[src/rtl/wb_rr_arbiter.sv]
// Round-robin Wishbone arbiter: N masters share one slave port.
// Grant is held for a whole cyc; a watchdog aborts unacked strobes.
module wb_rr_arbiter #(
  parameter int NUM_MASTERS    = 4,
  parameter int BUS_DATA_WIDTH = 32,
  parameter int BUS_ADDR_WIDTH = 8,
  parameter int BUS_BE_WIDTH   = 4,
  parameter int TIMEOUT_CYCLES = 16
) (
  input  logic                                  wb_clk_i,
  input  logic                                  wb_rst_n_i,
  input  logic [NUM_MASTERS-1:0]                m_cyc_i,
  input  logic [NUM_MASTERS-1:0]                m_stb_i,
  input  logic [NUM_MASTERS-1:0]                m_we_i,
  input  logic [NUM_MASTERS*BUS_BE_WIDTH-1:0]   m_sel_i,
  input  logic [NUM_MASTERS*BUS_ADDR_WIDTH-1:0] m_adr_i,
  input  logic [NUM_MASTERS*BUS_DATA_WIDTH-1:0] m_dat_i,
  output logic [BUS_DATA_WIDTH-1:0]             m_dat_o,
  output logic [NUM_MASTERS-1:0]                m_ack_o,
  output logic [NUM_MASTERS-1:0]                m_err_o,
  output logic                                  s_cyc_o,
  output logic                                  s_stb_o,
  output logic                                  s_we_o,
  output logic [BUS_BE_WIDTH-1:0]               s_sel_o,
  output logic [BUS_ADDR_WIDTH-1:0]             s_adr_o,
  output logic [BUS_DATA_WIDTH-1:0]             s_dat_o,
  input  logic [BUS_DATA_WIDTH-1:0]             s_dat_i,
  input  logic                                  s_ack_i,
  output logic [NUM_MASTERS-1:0]                grant_o,
  output logic                                  busy_o
);

  localparam int IW  = $clog2(NUM_MASTERS);
  localparam int WDW = (TIMEOUT_CYCLES > 0) ?
                       $clog2(TIMEOUT_CYCLES + 1) : 1;
  localparam logic [WDW-1:0] WD_LAST =
    WDW'((TIMEOUT_CYCLES > 0) ? TIMEOUT_CYCLES - 1 : 0);
  localparam logic [IW-1:0] LAST_RST = IW'(NUM_MASTERS - 1);

  typedef enum logic [1:0] {
    IDLE,
    ACTIVE,
    ERR,
    WAIT_DROP
  } state_e;

  state_e                 state_q, state_d;
  logic [NUM_MASTERS-1:0] grant_q, grant_d;
  logic [IW-1:0]          gidx_q, gidx_d;
  logic [IW-1:0]          last_q, last_d;
  logic [WDW-1:0]         wd_q, wd_d;
  logic                   busy_q, busy_d;

  logic                   win_vld;
  logic [IW-1:0]          win_idx;
  logic [IW-1:0]          cand;
  int                     idx;
  logic                   g_cyc;
  logic                   g_stb;
  logic                   active;

  // Rotating priority search starting just after the last owner
  always_comb begin
    win_vld = 1'b0;
    win_idx = '0;
    idx     = 0;
    cand    = '0;
    for (int i = 1; i <= NUM_MASTERS; i++) begin
      idx = int'(last_q) + i;
      if (idx >= NUM_MASTERS) idx = idx - NUM_MASTERS;
      cand = IW'(idx);
      if (!win_vld && m_cyc_i[cand]) begin
        win_vld = 1'b1;
        win_idx = cand;
      end
    end
  end

  assign g_cyc  = m_cyc_i[gidx_q];
  assign g_stb  = m_stb_i[gidx_q];
  assign active = (state_q == ACTIVE);

  assign s_cyc_o = active & g_cyc;
  assign s_stb_o = active & g_stb;
  assign s_we_o  = active & m_we_i[gidx_q];
  assign s_sel_o = active ?
    m_sel_i[int'(gidx_q)*BUS_BE_WIDTH +: BUS_BE_WIDTH] : '0;
  assign s_adr_o = active ?
    m_adr_i[int'(gidx_q)*BUS_ADDR_WIDTH +: BUS_ADDR_WIDTH] : '0;
  assign s_dat_o = active ?
    m_dat_i[int'(gidx_q)*BUS_DATA_WIDTH +: BUS_DATA_WIDTH] : '0;
  assign m_dat_o = active ? s_dat_i : '0;
  assign m_ack_o = active ? (grant_q & {NUM_MASTERS{s_ack_i}}) : '0;
  assign m_err_o = (state_q == ERR) ? grant_q : '0;
  assign grant_o = grant_q;
  assign busy_o  = busy_q;

  always_comb begin
    state_d = state_q;
    grant_d = grant_q;
    gidx_d  = gidx_q;
    last_d  = last_q;
    wd_d    = wd_q;
    unique case (state_q)
      IDLE: begin
        wd_d = '0;
        if (win_vld) begin
          state_d = ACTIVE;
          gidx_d  = win_idx;
          grant_d = NUM_MASTERS'(1) << win_idx;
        end
      end
      ACTIVE: begin
        if (!g_cyc) begin
          state_d = IDLE;
          last_d  = gidx_q;
          grant_d = '0;
          wd_d    = '0;
        end else if (TIMEOUT_CYCLES > 0 && g_stb && !s_ack_i) begin
          if (wd_q == WD_LAST) begin
            state_d = ERR;
            wd_d    = '0;
          end else begin
            wd_d = wd_q + WDW'(1);
          end
        end else begin
          wd_d = '0;
        end
      end
      ERR, WAIT_DROP: begin
        if (!g_cyc) begin
          state_d = IDLE;
          last_d  = gidx_q;
          grant_d = '0;
        end else begin
          state_d = WAIT_DROP;
        end
      end
      default: state_d = IDLE;
    endcase
    busy_d = (state_d != IDLE);
  end

  always_ff @(posedge wb_clk_i or negedge wb_rst_n_i) begin
    if (!wb_rst_n_i) begin
      state_q <= IDLE;
      grant_q <= '0;
      gidx_q  <= '0;
      last_q  <= LAST_RST;
      wd_q    <= '0;
      busy_q  <= 1'b0;
    end else begin
      state_q <= state_d;
      grant_q <= grant_d;
      gidx_q  <= gidx_d;
      last_q  <= last_d;
      wd_q    <= wd_d;
      busy_q  <= busy_d;
    end
  end

endmodule

[config.mk]
export PLATFORM = sky130hd
export DESIGN_NAME = wb_rr_arbiter
export DESIGN_NICKNAME = d
export VERILOG_FILES = /design/src/rtl/wb_rr_arbiter.sv
export SDC_FILE = /design/constraint.sdc
export NUM_CORES = 1
export LEC_CHECK = 0
export ABC_AREA = 1
export CORE_AREA = 2 2 121 123
export DETAILED_ROUTE_END_ITERATION = 10
export DIE_AREA = 0 0 123 125
export PLACE_DENSITY = 0.67
export SYNTH_ARGS = -nofsm -noshare
export SYNTH_HDL_FRONTEND = slang
export SYNTH_SLANG_ARGS = --single-unit
[constraint.sdc]
create_clock -name wb_clk_i -period 1.4 [get_ports wb_clk_i]
set_input_delay 0.21 -clock wb_clk_i [delete_from_list [all_inputs] [get_ports wb_clk_i]]
set_output_delay 0.21 -clock wb_clk_i [all_outputs]
set_load 0.01 [all_outputs]
==> metrics <==
dpl cells 1069; CP required 1.19 ns; endpoints failing setup 99; r2r endpoint grant_o[0]$_DFFE_PN0P_; fraction of layout cells with a size suffix above 1 0.3945; Synthesis Warnings 0; Synth Register Bits 16; Clock transition at path regs 0.05 ns; post-place instance area 6516 µm²; Starting Density 0.2007; worst reg2reg path depth 10; status complete, but fails checks; cells after synthesis 575; num rows 44; data arrival time of the critical path 1.67 ns; total power 15.70 mW; number of nets in the layout 1168; critical path, cell by cell buf_12 -> buf_12 -> clkbuf_16 -> nor2_4 -> nor2_1 -> o21ai_1 -> a21oi_1 -> buf_2; most frequent cell after synthesis nor2_1; Critical-path top delay cell dfrtp_4; DRT Pass-1 Iters 4; pin count of the biggest net entering global routing 48; Synth top area share 0.3016; unrepaired setup endpoints after global routing yes; Final Max Tran Viols 0; CP endpoint kind output port; Hold Crit Class in2async; die footprint 15380 µm²; setup slack after layout -0.4841 ns; Crit path max-delay family buffers and inverters; Fillers 1336; Final Cell Area 7946 µm²; CTS Buffer Depth 2; die height 125 µm; worst-path maximum fanout 6; vias per cell 4.564; Core Area 14200 µm²; TritonCTS clock tree built; r2r setup slk -0.35 ns; peak supply drop 0.0007914 V; sequential share of the synthesized area 0.1414; Hold Violations, Final 0; WP buf/inv 4; slowest stage delay, CP 0.51 ns; Worst Max-Slew Pin Slew 0.4455 ns; first-pass GRT wire length 26300 µm; antenna cell count 0; H-tree lvl count 1; max-cap viol count 0; Worst Clk Skew 0.001306 ns; clock buffer count from CTS 3; asr flop ratio synth 1.000; Root Driver clkbuf_16; area leader, netlist nor2_1; Final Util 0.5595; RePlAce Congestion 0.8760; I/O Buffers 314; hpwl dp 12490 µm; post-synth cell types 29; max_slew headroom 0.7019; synth top area cells nor2_1 (30%), o21ai_0 (17%), dfrtp_1 (12%); crit start category flop; initial antenna violation count 0; GR Util All Layers 0.2171; I/O Pins 315; crit path kind reg2out; vias 5144; hold slack 0.2862 ns; width of the die 123 µm; mean post-synth cell area 4.957 µm²; Syn Nets 799; fin crit period 1.884 ns; Finished Layout Cells 1127; gr ovfl total 0; reg-to-reg startpoint gidx_q[0]$_DFFE_PN0P_; violated checks setup timing; DRC viols 0; Post-Syn Area 2850 µm²; vias in the first global route 4849; CP dominant cell by count buf_12; wire per inst 17.25 µm; Total Wirelength 19440 µm; commonest cells in the netlist nor2_1 (229), o21ai_0 (94), nand2_1 (56); clk_lat worst skew 0.24 ns; power density cells 1975 nW/µm²; EDFF count, synth 0; Lkg Pwr 3.499 nW; Critical Path Start gidx_q[0]$_DFFE_PN0P_; DRT iter0 DRCs 217; Layout Area Growth over Synthesis 178.8%; CTS sink cnt 16; Max Fclk 530.8 MHz; total negative slack -34.21 ns; cts hold-fix bufs 0; Main synth FF type dfrtp_1; pre-CTS setup slack -0.5506 ns; Final Cycle Share 1.346; Detail Route Antenna Nets 0
==> layer usage <==
metal  up-vias  routed length (µm)  GRT usage
met1      2383                7805     0.2741
met5         -                   0          0
met2       178               10270     0.3978
met4         0                 229    0.03008
li1       2571                   -          -
met3        12                1137    0.02783
==> layout by cell type, fill, tap and decap left out, drive strengths merged <==
cell type,netlist,routed
o21ai,96,96
xor2,1,1
dlymetal6s2s,0,1
clkinv,0,3
inv,53,52
nand2,65,65
a21oi,45,45
dlygate4sd2,0,2
nand4,2,2
nor2,234,234
a21boi,1,1
dfrtp,14,14
a32o,1,1
nand3,16,16
o31ai,2,2
dfstp,2,2
xnor2,1,1
clkdlybuf4s50,0,224
clkbuf,18,14
bufbuf,0,2
ha,1,1
buf,22,163
o22ai,1,1
==> logic make-up after synthesis <==
kind of cell / share of synthesized area
AO/OA/AOI/OAI: 0.2638
XOR/XNOR: 0.006147
adder cells (fa/ha/maj): 0.004389
buffers and inverters: 0.1370
flip-flops: 0.1414
AND/OR/NAND/NOR: 0.4473
==> sequential cells by signal, summed over array words and instances (netlist names) <==
signal,count
wd_q,5
last_q,2
busy_o,1
state_q,2
grant_o,4
gidx_q,2
==> what timing repair did <==
action                                  in CTS  in global routing
pin swaps                                   30                 71
gates resized for setup                    461                249
cloned                                      11                 15
setup buffers                               18                 23
endpoints found under the setup margin     105                103
==> how the worst max path moves through the flow <==
stage,end,slack (ns),cells past startpoint
2_1_floorplan,gidx_q[1]$_DFFE_PN0P_,-0.11,12
3_3_place_gp,s_dat_o[2],-0.57,5
3_5_place_dp,s_dat_o[12],-0.55,5
4_1_cts,m_dat_o[7],-0.40,6
5_1_grt,s_dat_o[20],-0.53,8
6_report,s_dat_o[3],-0.48,8
==> power breakdown <==
part,total [mW],internal [mW],switching (mW)
combinational,14.3,7.05,7.24
sequential,0.800,0.635,0.165
clock,0.608,0.434,0.175
==> area by class of cell <==
type | count | area (µm²) | share of cell area
Multi-Input combinational cell | 466 | 2774 | 0.3491
Inverter | 53 | 240.2 | 0.03023
Clock buffer | 4 | 88.84 | 0.01118
Sequential cell | 16 | 407.9 | 0.05133
Tap cell | 184 | 230.2 | 0.02897
Timing Repair Buffer | 402 | 4180 | 0.5261
Timing Repair inverter | 2 | 25.02 | 0.003149
Note: power is estimated with default switching activity, not from simulation.
